## config.mk

```make
export PLATFORM = sky130hd
export DESIGN_NAME = irq_arbiter
export DESIGN_NICKNAME = d
export VERILOG_FILES = /design/src/rtl/irq_arbiter_pkg.sv /design/src/rtl/irq_arbiter_prio_enc.sv /design/src/rtl/irq_arbiter.sv
export SDC_FILE = /design/constraint.sdc
export NUM_CORES = 1
export LEC_CHECK = 0
export BUFFER_PORTS_ARGS = -buffer_cell sky130_fd_sc_hd__buf_2
export CAP_MARGIN = 30
export CORE_MARGIN = 8
export CORE_UTILIZATION = 40
export DETAILED_ROUTE_END_ITERATION = 10
export PLACE_DENSITY = 0.84
export SETUP_SLACK_MARGIN = 0.05
export SLEW_MARGIN = 10
export SYNTH_ARGS = -nofsm -noshare
export SYNTH_HDL_FRONTEND = slang
export SYNTH_SLANG_ARGS = --single-unit
export TNS_END_PERCENT = 10
```

## constraint.sdc

```tcl
create_clock -name clk -period 1.79 [get_ports clk]
set_clock_uncertainty 0.05 [all_clocks]
set_input_delay 0.2685 -clock clk [delete_from_list [all_inputs] [get_ports clk]]
set_output_delay 0.2685 -clock clk [all_outputs]
set_load 0.02 [all_outputs]
```

## src/rtl/irq_arbiter_pkg.sv

```systemverilog
// Shared definitions for the interrupt arbiter: FSM state encodings and
// word-register offsets decoded from Addr[4:2].
package irq_arbiter_pkg;

  typedef enum logic [1:0] {
    IRQ_IDLE   = 2'd0,
    IRQ_ASSERT = 2'd1,
    IRQ_INSERV = 2'd2
  } irq_state_e;

  localparam logic [2:0] REG_MASK = 3'd0;
  localparam logic [2:0] REG_PEND = 3'd1;
  localparam logic [2:0] REG_CUR  = 3'd2;
  localparam logic [2:0] REG_EOI  = 3'd3;
  localparam logic [2:0] REG_STAT = 3'd4;

  // Builds the CUR register word: valid flag at bit 31, id in the low bits.
  function automatic logic [31:0] cur_word(input logic valid, input logic [7:0] id);
    return valid ? {1'b1, 23'd0, id} : 32'd0;
  endfunction

endpackage

```

## src/rtl/irq_arbiter_prio_enc.sv

```systemverilog
// Combinational lowest-index-wins priority encoder (index 0 = highest priority).
module irq_prio_enc #(
  parameter int N_SRC = 6,
  parameter int ID_W  = 3
) (
  input  logic [N_SRC-1:0] req_i,
  output logic [ID_W-1:0]  id_o,
  output logic             valid_o
);

  // Scan from the top down so the lowest set index is the last one written.
  always_comb begin
    id_o    = '0;
    valid_o = |req_i;
    for (int i = N_SRC - 1; i >= 0; i--) begin
      if (req_i[i]) id_o = ID_W'(i);
    end
  end

endmodule

```

## src/rtl/irq_arbiter.sv

```systemverilog
// Memory-mapped interrupt arbiter: edge capture, mask, fixed priority and a
// req/ack/EOI handshake to CP0. Optional STAT ack counter under IRQ_STATS_EN.
module irq_arbiter
  import irq_arbiter_pkg::*;
#(
  parameter int N_SRC = 6,
  parameter int ID_W  = 3
) (
  input  logic             clk,
  input  logic             reset,
  input  logic [N_SRC-1:0] src_irq,
  input  logic [31:0]      Addr,
  input  logic             WE,
  input  logic [31:0]      Din,
  output logic [31:0]      Dout,
  output logic             irq_req,
  output logic [ID_W-1:0]  irq_id,
  input  logic             irq_ack
);

  irq_state_e       state_q;
  logic [N_SRC-1:0] src_q;
  logic [N_SRC-1:0] pend_q, pend_d;
  logic [N_SRC-1:0] mask_q, mask_d;
  logic             req_q;
  logic [ID_W-1:0]  id_q;
  logic             cur_valid_q;

  logic [N_SRC-1:0] cand;
  logic [N_SRC-1:0] sel_1h;
  logic [N_SRC-1:0] clr_bits;
  logic [ID_W-1:0]  win_id;
  logic             win_valid;
  logic [2:0]       reg_sel;
  logic             wr_mask, wr_pend, wr_eoi;
  logic             ack_acc;
  logic [31:0]      stat_rd;

  logic unused_bits;
  assign unused_bits = ^{Addr[31:5], Addr[1:0], Din[31:N_SRC]};

  assign reg_sel = Addr[4:2];
  assign wr_mask = WE && (reg_sel == REG_MASK);
  assign wr_pend = WE && (reg_sel == REG_PEND);
  assign wr_eoi  = WE && (reg_sel == REG_EOI);

  assign cand    = pend_q & mask_q;
  assign sel_1h  = N_SRC'(1) << id_q;
  assign ack_acc = (state_q == IRQ_ASSERT) && irq_ack;

  irq_prio_enc #(
    .N_SRC (N_SRC),
    .ID_W  (ID_W)
  ) u_prio_enc (
    .req_i   (cand),
    .id_o    (win_id),
    .valid_o (win_valid)
  );

  // Clears are applied first so a same-cycle new edge always survives.
  always_comb begin
    clr_bits = '0;
    if (wr_pend) clr_bits = clr_bits | Din[N_SRC-1:0];
    if (ack_acc) clr_bits = clr_bits | sel_1h;
    pend_d = (pend_q & ~clr_bits) | (src_irq & ~src_q);
    mask_d = wr_mask ? Din[N_SRC-1:0] : mask_q;
  end

  always_ff @(posedge clk) begin
    if (reset) begin
      src_q  <= '0;
      pend_q <= '0;
      mask_q <= '0;
    end else begin
      src_q  <= src_irq;
      pend_q <= pend_d;
      mask_q <= mask_d;
    end
  end

  always_ff @(posedge clk) begin
    if (reset) begin
      state_q     <= IRQ_IDLE;
      req_q       <= 1'b0;
      id_q        <= '0;
      cur_valid_q <= 1'b0;
    end else begin
      case (state_q)
        IRQ_IDLE: begin
          if (win_valid) begin
            id_q    <= win_id;
            req_q   <= 1'b1;
            state_q <= IRQ_ASSERT;
          end
        end
        IRQ_ASSERT: begin
          if (irq_ack) begin
            cur_valid_q <= 1'b1;
            req_q       <= 1'b0;
            state_q     <= IRQ_INSERV;
          end else if ((cand & sel_1h) == '0) begin
            req_q   <= 1'b0;
            state_q <= IRQ_IDLE;
          end
        end
        IRQ_INSERV: begin
          if (wr_eoi) begin
            cur_valid_q <= 1'b0;
            state_q     <= IRQ_IDLE;
          end
        end
        default: begin
          req_q   <= 1'b0;
          state_q <= IRQ_IDLE;
        end
      endcase
    end
  end

`ifdef IRQ_STATS_EN
  logic [31:0] stat_q;
  logic        wr_stat;
  assign wr_stat = WE && (reg_sel == REG_STAT);

  // Only assigned on an event; a clearing write beats a same-cycle ack.
  always_ff @(posedge clk) begin
    if (reset) begin
      stat_q <= '0;
    end else if (wr_stat) begin
      stat_q <= '0;
    end else if (ack_acc) begin
      stat_q <= stat_q + 32'd1;
    end
  end
  assign stat_rd = stat_q;
`else
  assign stat_rd = '0;
`endif

  always_comb begin
    Dout = '0;
    case (reg_sel)
      REG_MASK: Dout = 32'(mask_q);
      REG_PEND: Dout = 32'(pend_q);
      REG_CUR:  Dout = cur_word(cur_valid_q, 8'(id_q));
      REG_STAT: Dout = stat_rd;
      default:  Dout = '0;
    endcase
  end

  assign irq_req = req_q;
  assign irq_id  = id_q;

endmodule

```

### Word-level counts from Yosys, hierarchy flattened

Index checks and enable logic that the tools add are counted.

* register bits: 25
* output and inout bits: 36
* input bits: 74
* word-level logic and storage cells: 61

* equal/unequal tests: 9
* shifts and indexed selects: 1
* bitwise gates (word level): 9
* reductions and logical operators: 13
* multiplexer cells: 22

Operators with widths (number)
* 32-bit case mux with 3 select lines: 1
* 32-bit 2-to-1 mux: 1
* 6-bit bitwise AND: 4
* 3-bit 2-to-1 mux: 6
* 6-bit 2-to-1 mux: 2
* 6-bit NOT: 2
* 6-bit OR: 2
* 3-bit AND reduction: 3
* 2-bit 2-to-1 mux: 4
* 3-bit by 2-bit equality test with 1-bit output, second input constant: 2
* 6-bit zero test: 1
* 2-bit case mux with 3 select lines: 1
* 6-bit OR reduction: 1
* 1-bit by 3-bit << shifter with 6-bit output, first input constant: 1
* 1-bit 2-to-1 mux: 5
* 1-bit logical AND: 4
* 2-bit inequality test, second input constant: 2
* 3-bit by 1-bit equality test with 1-bit output, second input constant: 1
* 3-bit zero test: 1
* 3-bit by 2-bit inequality test with 1-bit output, second input constant: 1
* 1-bit case mux with 3 select lines: 1
* 2-bit by 1-bit equality test with 1-bit output, second input constant: 1
* 2-bit equality test, second input constant: 1
* 2-bit zero test: 1
* 5 further kinds: 5

### Logic depth before layout (Yosys ltp)

Gate-level depths: netlist (run 1).

* depth in word-level cells: 8
* gate-level depth with buffers: 5

### Cells and area by module

Synthesis (run 1) repeated with hierarchy kept, for this count alone.

* cells, all modules: 173
* area total of the unflattened synthesis: 1440.1 µm²

Modules (own cells, without submodules)
* irq_arbiter: area an instance 1387.6 µm², cells an instance 163, times used 1
* irq_prio_enc: area an instance 52.6 µm², cells an instance 10, times used 1

### Worst setup path after synthesis (run 1)

No wires, ideal clock.

* path kind: register to register
* from: reg id_q[0], in the netlist irq_id[0]
* to: reg req_q, in the netlist irq_req
* data arrival time: 1.397 ns
* library setup time: 0.096 ns
* required time: 1.644 ns
* setup slack: 0.247 ns
* cell stages (with the launch flop): 6
* cells stage by stage: dfxtp_1 > buf_6 > inv_4 > mux4_2 > a2bb2oi_1 > o41ai_2

* word-level cells in the longest chain between the ends: 5

Ends and longest elaborated chain
* start: declaration: RTL line irq_arbiter.sv:26 `logic [ID_W-1:0] id_q;`
* start signal: assignment: RTL line irq_arbiter.sv:91 `id_q <= win_id;`
* 1-bit by 3-bit << shifter with 6-bit output: RTL line irq_arbiter.sv:48 `assign sel_1h = N_SRC'(1) << id_q;`
* 6-bit bitwise AND: RTL line irq_arbiter.sv:101 `end else if ((cand & sel_1h) == '0) begin`
* 6-bit zero test: RTL line irq_arbiter.sv:101
* 3-bit by 2-bit inequality test with 1-bit output (no source line)
* 3-bit AND reduction (no source line)
* end signal: assignment: RTL line irq_arbiter.sv:99 `req_q <= 1'b0;`
* end signal: assignment: RTL line irq_arbiter.sv:102 `req_q <= 1'b0;`
* end signal: assignment: RTL line irq_arbiter.sv:113 `req_q <= 1'b0;`
* end: declaration: RTL line irq_arbiter.sv:25 `logic req_q;`

No other way between the ends.
A chain may end at the register's enable or synchronous reset.

### Final worst setup path (run 1)

* from: reg cur_valid_q
* to: out Dout[2]

* word-level cells in the longest chain between the ends: 2

Ends and longest elaborated chain
* start: declaration: RTL line irq_arbiter.sv:27 `logic cur_valid_q;`
* start signal: assignment: RTL line irq_arbiter.sv:86 `cur_valid_q <= 1'b0;`
* start signal: assignment: RTL line irq_arbiter.sv:98 `cur_valid_q <= 1'b1;`
* start signal: assignment: RTL line irq_arbiter.sv:108 `cur_valid_q <= 1'b0;`
* 32-bit 2-to-1 mux: RTL line irq_arbiter_pkg.sv:19 `return valid ? {1'b1, 23'd0, id} : 32'd0;`
* 32-bit case mux with 3 select lines: RTL line irq_arbiter.sv:142 `case (reg_sel)`
* end: declaration: RTL line irq_arbiter.sv:15 `output logic [31:0] Dout,`

No other way between the ends.

==> flow_summary.ini, run 1 <==
[run_status]
run_status = complete, no violations

[power]
power_density_nw_per_um2 = 712
power.share.sequential_pct = 53.3
p_sw_uw = 343
total_leakage_power_nw = 0.705
fraction_of_power_consumed_by_combinational_cells_pct = 16.1
clockPowerShare_pct = 30.6
cellInternalPower_uw = 811
vdd.ir_drop.worst_mv = 0.285
sw_frac_of_total_pct = 29.7
p_total_mw = 1.15

[grt]
grt_overflow = 0
grt_first_pass_wirelength_um = 5780
grt_start_max_net_pins = 28
number_of_global_route_vias_before_repair = 1231
initial_antenna_violation_count = 0
grt_util_all_layers_pct = 11.6

[hold_path]
worst_hold_path.num_cells = 3
min_delay_worst_endpoint = src_q[1]$_SDFF_PP0_
timing.hold.worst.start = src_irq[1]
min_path_type = in2reg

[cells_and_area]
num-fill-cells = 381
post_layout_util_pct = 44.6
layoutNonFillerInstCount = 246
n_antenna_cell = 0
layout-area-overhead-vs-synth_pct = 8.37
layout.nets = 273
stdcell_area_um2 = 1620
drive_above_1_share_pct = 22.2

[placed_design]
placed_area_um2 = 1570
gp_routability_congestion = 0.906
portBuffers = 29
place.detailed.instances = 242
preCtsSetupSlack_ns = 0.149
hpwlAfterDp_um = 2630

[clock_network]
post_cts_resized = 0
clk_pin_slew_worst_paths_ns = 0.09
clock_tree.htree_level_count = 1
worst_skew_pair.late_latency_ns = 0.28
clockBufferDepth = 2
postCtsSetupRepairBufs = 0
numCtsBuffers = 3
post_cts_hold_buffer_count = 0
tritoncts_num_sinks = 25
root_buffer = sky130_fd_sc_hd__clkbuf_8
cts_tree = built

[sta]
final_hold_viol_count = 0
final_max_slew_viol_count = 0
max_clock_freq_mhz = 625
worst-slew-pin-transition_ns = 0.508
timing.final.ws_setup_ns = 0.190
maxSlewHeadroom_pct = 65.6
hold_ws_ns = 0.137
grt_setup_unrepaired = no
finalSetupViolCount = 0
finalSetupTns_ns = 0
share_of_the_clock_period_used_by_the_worst_path_after_layout_pct = 89.4
final_period_minus_worst_setup_slack_ns = 1.60

[yosys]
postSynthAreaPerCell_um2 = 8.74
synthesized_area_um2 = 1500
sequential_element_share_of_the_synthesized_area_pct = 33.5
netlist.area_leader.share_pct = 33.5
ys.warnings.count = 0
synth_cells = 171
yosysMostFrequentCell = sky130_fd_sc_hd__buf_4
synth_async_sr_flop_share_pct = 0
synth.top_cells.by_area = sky130_fd_sc_hd__dfxtp_1, sky130_fd_sc_hd__buf_4, sky130_fd_sc_hd__mux2i_1
post_synth_most_frequent_cells = sky130_fd_sc_hd__buf_4, sky130_fd_sc_hd__dfxtp_1, sky130_fd_sc_hd__nor2_1
synth-main-ff-cell = sky130_fd_sc_hd__dfxtp_1
synth_edf_count = 0
count_of_state_elements_after_synthesis = 25
number_of_distinct_library_cells_after_synthesis = 42
netlist.top_cell.by_area = sky130_fd_sc_hd__dfxtp_1

[setup_path]
worst-r2r-cell-count = 4
cell_by_cell_trace_of_the_critical_path = and4bb_2, nand2_1, o21ai_0, buf_2
crit_fanout = 4
cp-start-kind = flop
worst_setup_path_end_kind = output pin
worst_path_max_delay_cell = sky130_fd_sc_hd__dfxtp_1
worstReg2RegEnd = pend_q[3]$_SDFF_PP0_
reg_to_reg_slack_setup_ns = 0.26
critical_path.reg2reg.startpoint = state_q[0]$_SDFFE_PP0P_
crit_required_ns = 1.47
worst-endpoint-arrival_ns = 1.28
slowest_delay_ns = 0.35
worstSetupPathType = reg2out

[detailed_routing]
drt_pre_antenna_iters = 5
post_drt_via_cell_ratio = 4.86
vias = 1196
wl_per_instance_um = 13.9
drt-initial-drc-count = 82
ant_nets = 0
routed_wirelength_um = 3410
post-route-drc-count = 0

[floorplan]
initial_core_util_pct = 41.2
fp-row-count = 22
design.core.area_um2 = 3630
floorplan.die.width_um = 77.1
die_height_um = 77.1
io_pins = 110
die_area_um2 = 5950

[run]
cap_violations = 0
-- cell usage in the layout, fill, tap and decap left out, drive strengths merged, types with 6 or more instances in the layout --
| cell | instances |
|---|---|
| dfxtp | 25 |
| inv | 10 |
| o21ai | 10 |
| nor2 | 13 |
| nand2 | 11 |
| buf | 31 |
| a21oi | 6 |
| nand2b | 8 |
| mux2i | 12 |
| conb | 25 |
-- per-layer routing --
layer  GRT usage, %  part of all wire (%)  wire [um]
met1           13.3                    44       1490
met2           19.0                    48       1640
met3           4.08                   6.7        230
met4           5.09                   1.7         57
met5              0                     0          0
-- cell families (layout without fill, tap and decap cells) --
group	after synthesis	count (layout)	synth area share (%)
and+or+nand+nor	53	53	20.7
DFF	25	25	33.5
AOI/OAI and AO/OA	37	37	17.7
muxes	13	13	9.54
buffers and inverters	42	45	18.3
other	1	25	0.251
-- state kept, by name, indices dropped and copies added, names as in the netlist --
| name | flops |
|---|---|
| state_q | 2 |
| mask_q | 6 |
| irq_id | 3 |
| irq_req | 1 |
| src_q | 6 |
| cur_valid_q | 1 |
| pend_q | 6 |
-- area by class of cell --
type,count,area [um2],share of cell area [%]
Timing Repair Buffer,31,160,9.88
Clock buffer,3,41.3,2.55
Tap cell,48,60.1,3.71
Inverter,10,40.0,2.47
Clock inverter,1,7.51,0.463
Multi-Input combinational cell,128,811,50.0
Sequential cell,25,500,30.9
-- power by group through the flow --
stage                     Combinational [mW]  Sequential, mW  Clock (mW)
final                                  0.186           0.615       0.353
after CTS                              0.184           0.614       0.360
after global routing                   0.208           0.618       0.382
after detailed placement               0.183           0.627           0
after floorplan                        0.182           0.620           0
after global placement                 0.179           0.624           0
-- worst max-delay path by stage --
| stage | start | endpoint | slack (ns) |
|---|---|---|---|
| floorplan | irq_id[0]$_SDFFE_PP0P_ | irq_req$_SDFFE_PP0P_ | 0.25 |
| global route | state_q[0]$_SDFFE_PP0P_ | pend_q[3]$_SDFF_PP0_ | 0.11 |
| finish | cur_valid_q$_SDFFE_PP0P_ | Dout[2] | 0.19 |
| detailed placement | Addr[3] | mask_q[5]$_SDFFE_PP0P_ | 0.15 |
| CTS | cur_valid_q$_SDFFE_PP0P_ | Dout[2] | 0.18 |
| global placement | Addr[3] | mask_q[4]$_SDFFE_PP0P_ | 0.16 |
-- worst max-delay path: cells and delay by family (launching register included) --
kind | cells | cell delay, ns
AO/OA/AOI/OAI | 1 | 0.11
flip-flops | 1 | 0.35
AND/OR/NAND/NOR | 2 | 0.34
buffers and inverters | 1 | 0.21
Power figures use the tool's default switching activity.
==> run 2: changes to the inputs <==
--- a/config.mk
+++ b/config.mk
@@ -5,12 +5,12 @@
 export SDC_FILE = /design/constraint.sdc
 export NUM_CORES = 1
 export LEC_CHECK = 0
-export BUFFER_PORTS_ARGS = -buffer_cell sky130_fd_sc_hd__buf_2
 export CAP_MARGIN = 30
 export CORE_MARGIN = 8
-export CORE_UTILIZATION = 40
+export CORE_UTILIZATION = 50
 export DETAILED_ROUTE_END_ITERATION = 10
-export PLACE_DENSITY = 0.84
+export DONT_BUFFER_PORTS = 1
+export PLACE_DENSITY = 0.7
 export SETUP_SLACK_MARGIN = 0.05
 export SLEW_MARGIN = 10
 export SYNTH_ARGS = -nofsm -noshare
==> constraint.sdc (replaced) <==
create_clock -name clk -period 1.79 [get_ports clk]
set_clock_uncertainty 0.05 [all_clocks]
set_input_delay 0.2685 -clock clk [delete_from_list [all_inputs] [get_ports clk]]
set_output_delay 0.2685 -clock clk [all_outputs]
set_load 0.01 [all_outputs]
==> run 2 against run 1 <==
Design area is 10% lower. Global-route usage increased by 2.1 points. Worst setup slack better by 0.0090 ns. Critical path depth is the same. Largest power group unchanged. Highest routed layer unchanged.
==> flow_summary.ini, run 2 (synthesis results as in run 1) <==
[run_status]
run_status = complete, no violations

[grt]
top_usage_layer = met2
initial_antenna_violation_count = 0
gr-usage-met1_pct = 14.4
grt_util_all_layers_pct = 13.8
grt_overflow = 0
grtUsageMet2_pct = 24.2
number_of_global_route_vias_before_repair = 1084
grt_start_max_net_pins = 17
grt.met3_usage_pct = 4.80
grt_first_pass_wirelength_um = 5520

[sta]
finalSetupViolCount = 0
final_hold_viol_count = 0
timing.final.ws_setup_ns = 0.199
worst-slew-pin-transition_ns = 0.704
grt_setup_unrepaired = no
share_of_the_clock_period_used_by_the_worst_path_after_layout_pct = 88.9
finalSetupTns_ns = 0
max_clock_freq_mhz = 629
maxSlewHeadroom_pct = 52.9
final_period_minus_worst_setup_slack_ns = 1.59
final_max_slew_viol_count = 0

[clock_network]
clockBufferDepth = 2
root_buffer = sky130_fd_sc_hd__clkbuf_4
cts_tree = built
numCtsBuffers = 3
tritoncts_num_sinks = 25
clk_pin_slew_worst_paths_ns = 0.13
clock_tree.htree_level_count = 1
worst_skew_pair.late_latency_ns = 0.32
post_cts_resized = 0

[floorplan]
die_area_um2 = 5000
initial_core_util_pct = 50.6
design.core.area_um2 = 2950
die_height_um = 70.7
floorplan.die.width_um = 70.7
fp-row-count = 20
io_pins = 110

[power]
total_leakage_power_nw = 0.577
p_total_uw = 995
power.share.sequential_pct = 61.9
p_sw_uw = 270
sw_frac_of_total_pct = 27.1
fraction_of_power_consumed_by_combinational_cells_pct = 12.6
power_density_nw_per_um2 = 686
clockPowerShare_pct = 25.5
cellInternalPower_uw = 725
vdd.ir_drop.worst_mv = 0.410

[placed_design]
hpwlAfterDp_um = 2630
placed_area_um2 = 1420
portBuffers = 0
preCtsSetupSlack_ns = 0.244
gp_routability_congestion = 0.885

[setup_path]
worst_setup_path_end_kind = flop
worst-endpoint-arrival_ns = 1.77
reg_to_reg_slack_setup_ns = 0.20
cp-start-kind = flop
critical_path.reg2reg.startpoint = state_q[0]$_SDFFE_PP0P_
crit_fanout = 7
worstReg2RegEnd = pend_q[3]$_SDFF_PP0_
worst-r2r-cell-count = 4
crit_required_ns = 1.97
worstSetupPathType = reg2reg

[cells_and_area]
num-fill-cells = 290
layout.nets = 246
n_antenna_cell = 0
post_layout_util_pct = 49.2
drive_above_1_share_pct = 8.77
layout.cells.most_common_list = sky130_fd_sc_hd__conb_1, sky130_fd_sc_hd__dfxtp_1, sky130_fd_sc_hd__nor2_1, sky130_fd_sc_hd__mux2i_1, sky130_fd_sc_hd__nand2_1
layout-area-overhead-vs-synth_pct = -2.93
stdcell_area_um2 = 1450
reg.largest.list = mask_q (6), pend_q (6), src_q (6)

[detailed_routing]
post-route-drc-count = 0
post_drt_via_cell_ratio = 5.42
ant_nets = 0
wl_per_instance_um = 17.0
drt_pre_antenna_iters = 4
vias = 1106
routed_wirelength_um = 3460
drt-initial-drc-count = 91

[hold_path]
worst_hold_path.num_cells = 2
min_path_type = in2reg
timing.hold.worst.start = src_irq[1]
min_delay_worst_endpoint = src_q[1]$_SDFF_PP0_

[run]
cap_violations = 0
-- run 2: cell count changes in the layout (fill, tap and decap cells not counted) --
cell                            before  now
sky130_fd_sc_hd__clkbuf_1            0    1
sky130_fd_sc_hd__buf_4               2    3
sky130_fd_sc_hd__clkbuf_8            3    0
sky130_fd_sc_hd__clkinvlp_4          1    0
sky130_fd_sc_hd__buf_2              29    0
sky130_fd_sc_hd__clkbuf_4            0    3
sky130_fd_sc_hd__dlygate4sd3_1       0    1
-- run 2: through the flow --
stage / hold WS, ns / instances
final: 0.00805 / 204
after global routing: 0.0122 / 204
after CTS: 0.00614 / 204
after detailed placement: 0.292 / 199
after global placement: 0.290 / 199
after floorplan: 0.302 / 195
-- run 2: per-layer routing --
layer,vias to the layer above,wire (um)
met5,-,0
met4,0,76
met3,9,309
met2,42,1750
met1,514,1320
li1,541,-
-- run 2: repair_timing --
item / in CTS / in global routing
hold endpoints to repair: 16 / 0
buffers inserted: 0 / 0
hold buffers: 1 / 0
-- run 2: how the worst max path moves through the flow --
stage / start / end / slack, ns / depth (start not counted)
CTS: cur_valid_q$_SDFFE_PP0P_ / Dout[2] / 0.19 / 3
global placement: irq_id[1]$_SDFFE_PP0P_ / pend_q[0]$_SDFF_PP0_ / 0.25 / 4
finish: state_q[0]$_SDFFE_PP0P_ / pend_q[3]$_SDFF_PP0_ / 0.20 / 4
global route: state_q[0]$_SDFFE_PP0P_ / pend_q[3]$_SDFF_PP0_ / 0.09 / 4
detailed placement: irq_id[1]$_SDFFE_PP0P_ / pend_q[0]$_SDFF_PP0_ / 0.24 / 4
floorplan: irq_id[0]$_SDFFE_PP0P_ / irq_req$_SDFFE_PP0P_ / 0.30 / 5
-- run 2: power by group through the flow --
stage / registers, mW / clock network [mW] / logic [mW]
floorplan: 0.618 / 0 / 0.155
global placement: 0.626 / 0 / 0.110
detailed placement: 0.628 / 0 / 0.114
CTS: 0.615 / 0.260 / 0.122
global route: 0.622 / 0.276 / 0.140
finish: 0.616 / 0.254 / 0.125
-- run 2: worst max-delay path: stages, from the launching register on --
cell	delay [ns]
sky130_fd_sc_hd__dfxtp_1	0.49
sky130_fd_sc_hd__nand2_1	0.11
sky130_fd_sc_hd__nor4b_1	0.50
sky130_fd_sc_hd__a221oi_1	0.16
sky130_fd_sc_hd__a21o_1	0.19
-- run 2: cell type report --
cell class / count / area (um2) / area share (%)
inverter: 10 / 40.0 / 2.76
clock buffer: 4 / 26.3 / 1.81
multi-input combinational: 128 / 811 / 55.9
tap: 33 / 41.3 / 2.84
sequential: 25 / 500 / 34.5
timing repair buffer: 4 / 32.5 / 2.24
==> run 3: changes to the inputs <==
--- a/config.mk
+++ b/config.mk
@@ -15,5 +15,6 @@
 export SLEW_MARGIN = 10
 export SYNTH_ARGS = -nofsm -noshare
 export SYNTH_HDL_FRONTEND = slang
+export SYNTH_HIERARCHICAL = 1
 export SYNTH_SLANG_ARGS = --single-unit
 export TNS_END_PERCENT = 10
==> run 3 against run 2 <==
Total power increased by 2.9%. Critical path depth increased by 2. Count of clock-buffer cells in the layout unchanged. Global-route usage increased by 1.8 points. Via count increased by 15%. Wire length increased by 8.3%. The flow now finishes with violations (negative hold slack, negative setup slack).
==> flow_summary.ini, run 3 <==
[hold_path]
worst_hold_path.num_cells = 1
min_path_type = in2reg
timing.hold.worst.start = reset
min_delay_worst_endpoint = irq_id[1]$_SDFFE_PP0P_

[setup_path]
crit_required_ns = 1.98
crit_family = simple AND/OR/NAND/NOR gates
critical_path.reg2reg.startpoint = mask_q[2]$_SDFFE_PP0P_
critPathBufInv = 0
cell_by_cell_trace_of_the_critical_path = and2_4, or4_4, or3_4, nor3b_4, mux2i_1, nor2_1
slowest_delay_ns = 0.53
reg_to_reg_slack_setup_ns = -0.11
worst-endpoint-arrival_ns = 2.09
worstReg2RegEnd = irq_id[1]$_SDFFE_PP0P_
crit_fanout = 5
cp-start-kind = flop
worst_setup_path_end_kind = flop
worstSetupPathType = reg2reg
worst_path_max_delay_cell = sky130_fd_sc_hd__or4_4
worst-r2r-cell-count = 6

[yosys]
synth.top_cells.by_area = sky130_fd_sc_hd__dfxtp_1, sky130_fd_sc_hd__buf_4, sky130_fd_sc_hd__mux2i_1
netlist.top_cell.by_area = sky130_fd_sc_hd__dfxtp_1
ys.warnings.count = 6
synth_async_sr_flop_share_pct = 0
number_of_distinct_library_cells_after_synthesis = 36
synth-main-ff-cell = sky130_fd_sc_hd__dfxtp_1
count_of_state_elements_after_synthesis = 25
postSynthAreaPerCell_um2 = 8.32
post_synth_most_frequent_cells = sky130_fd_sc_hd__buf_4, sky130_fd_sc_hd__dfxtp_1, sky130_fd_sc_hd__nor2_1
netlist.area_leader.share_pct = 34.8
sequential_element_share_of_the_synthesized_area_pct = 34.8
synth_edf_count = 0
synthesized_area_um2 = 1440
synth_cells = 173

[clock_network]
worst_skew_pair.late_latency_ns = 0.33
numCtsBuffers = 3
clk_pin_slew_worst_paths_ns = 0.14
root_buffer = sky130_fd_sc_hd__clkbuf_4
clock_tree.htree_level_count = 1
clockBufferDepth = 2
cts_tree = built
post_cts_hold_buffer_count = 13
tritoncts_num_sinks = 25

[grt]
grt_first_pass_wirelength_um = 6270
grt_overflow = 0
grt_util_all_layers_pct = 15.6
number_of_global_route_vias_before_repair = 1332
grt_start_max_net_pins = 19
top_usage_layer = met2
grtUsageMet2_pct = 27.9
initial_antenna_violation_count = 0
grt.met3_usage_pct = 6.72
gr-usage-met1_pct = 14.9

[detailed_routing]
vias = 1269
ant_nets = 0
wl_per_instance_um = 16.2
drt_pre_antenna_iters = 4
post_drt_via_cell_ratio = 5.47
drt-initial-drc-count = 65
post-route-drc-count = 0
routed_wirelength_um = 3750

[floorplan]
floorplan.die.width_um = 69.7
fp-row-count = 19
die_area_um2 = 4850
initial_core_util_pct = 52.2
design.core.area_um2 = 2760
die_height_um = 69.7
io_pins = 110

[sta]
timing.final.ws_setup_ns = -0.111
final_max_slew_viol_count = 0
max_clock_freq_mhz = 526
share_of_the_clock_period_used_by_the_worst_path_after_layout_pct = 106
finalSetupTns_ns = -0.468
grt_setup_unrepaired = yes
hold_ws_ns = -0.0572
finalSetupViolCount = 5
maxSlewHeadroom_pct = 64.0
final_period_minus_worst_setup_slack_ns = 1.90
worst-slew-pin-transition_ns = 0.532
final_hold_viol_count = 6

[cells_and_area]
post_layout_util_pct = 60.8
layout.nets = 276
n_antenna_cell = 0
layout.area.seq_um2 = 507
layout.cells.most_common_list = sky130_fd_sc_hd__conb_1, sky130_fd_sc_hd__nor2_1, sky130_fd_sc_hd__dfxtp_1, sky130_fd_sc_hd__buf_4, sky130_fd_sc_hd__mux2i_1
num-fill-cells = 239
drive_above_1_share_pct = 17.4
final_common_cell = sky130_fd_sc_hd__conb_1
area_of_the_multi_input_gates_um2 = 818
layout-area-overhead-vs-synth_pct = 16.3
reg.largest.list = mask_q (6), pend_q (6), src_q (6)

[placed_design]
preCtsSetupSlack_ns = -0.128
gp_routability_congestion = 0.794
portBuffers = 0
hpwlAfterDp_um = 2770

[run]
cap_violations = 0

[power]
vdd.ir_drop.worst_mv = 0.514
total_leakage_power_nw = 0.754
power_density_nw_per_um2 = 612

[run_status]
failing_checks = negative hold slack, negative setup slack
run_status = complete, but fails checks
## run 3: changes by cell type in the layout (fill, tap and decap cells not counted), sizes merged, moves of 3 or more
cell,delta
a21o,-3
a22o,-5
and2,+6
buf,+13
dlygate4sd3,+10
nand2b,-5
nor2,+9
nor2b,+3
o21ai,-3
o31ai,-3
## run 3: per-layer routing
metal / share of wire (%) / wire length (um)
met1: 37 / 1380
met2: 49 / 1840
met3: 12 / 466
met4: 1.7 / 63
met5: 0 / 0
## run 3: how the worst max path moves through the flow
stage                                 startpoint                      to  cells past startpoint
final                     mask_q[2]$_SDFFE_PP0P_  irq_id[1]$_SDFFE_PP0P_                      6
after global routing      mask_q[2]$_SDFFE_PP0P_  irq_id[1]$_SDFFE_PP0P_                      6
after CTS                 mask_q[2]$_SDFFE_PP0P_  irq_id[1]$_SDFFE_PP0P_                      6
after detailed placement    pend_q[0]$_SDFF_PP0_  irq_id[1]$_SDFFE_PP0P_                      6
after global placement      pend_q[0]$_SDFF_PP0_  irq_id[1]$_SDFFE_PP0P_                      6
after floorplan             pend_q[0]$_SDFF_PP0_  irq_id[1]$_SDFFE_PP0P_                      6
## run 3: area by class of cell
cell class	count	area share (%)
inverters	8	1.79
well taps	31	2.32
clock buffers	4	1.57
multi-input cells	135	48.8
repair buffers	29	15.2
flip-flops and latches	25	30.2
## run 3: repair_timing
item,4_1_cts,5_1_grt
endpoints found under the hold margin,18,5
setup buffers,1,0
gates resized for setup,8,5
endpoints found under the setup margin,5,12
pin swaps,4,4
## run 3: where the power goes
group	total (mW)	switching, mW	internal [mW]	leakage (nW)
registers	0.608	0.0199	0.588	0.207
clock network	0.257	0.170	0.0874	0.0150
logic	0.159	0.0799	0.0794	0.532
total	1.02	0.270	0.755	0.754
## run 3: cells by family after synthesis
kind of cell	Yosys count	synth area share (%)
buf+inv	37	16.8
simple gates	71	27.0
other cells	1	0.260
mux	14	9.73
flops	25	34.8
compound gates	25	11.5
## run 3: through the flow
step,power (mW),instance area (um2),instances
after floorplan,0.764,1540,197
after global placement,0.744,1480,214
after detailed placement,0.751,1480,214
after CTS,1.02,1670,232
after global routing,1.07,1680,232
final,1.02,1680,232
## run 3: worst reg2reg max path: cells and delay by family, from the launching register on
family | cells | cell delay, ns
AND/OR/NAND/NOR | 5 | 1.25
flip-flops | 1 | 0.34
multiplexers | 1 | 0.18
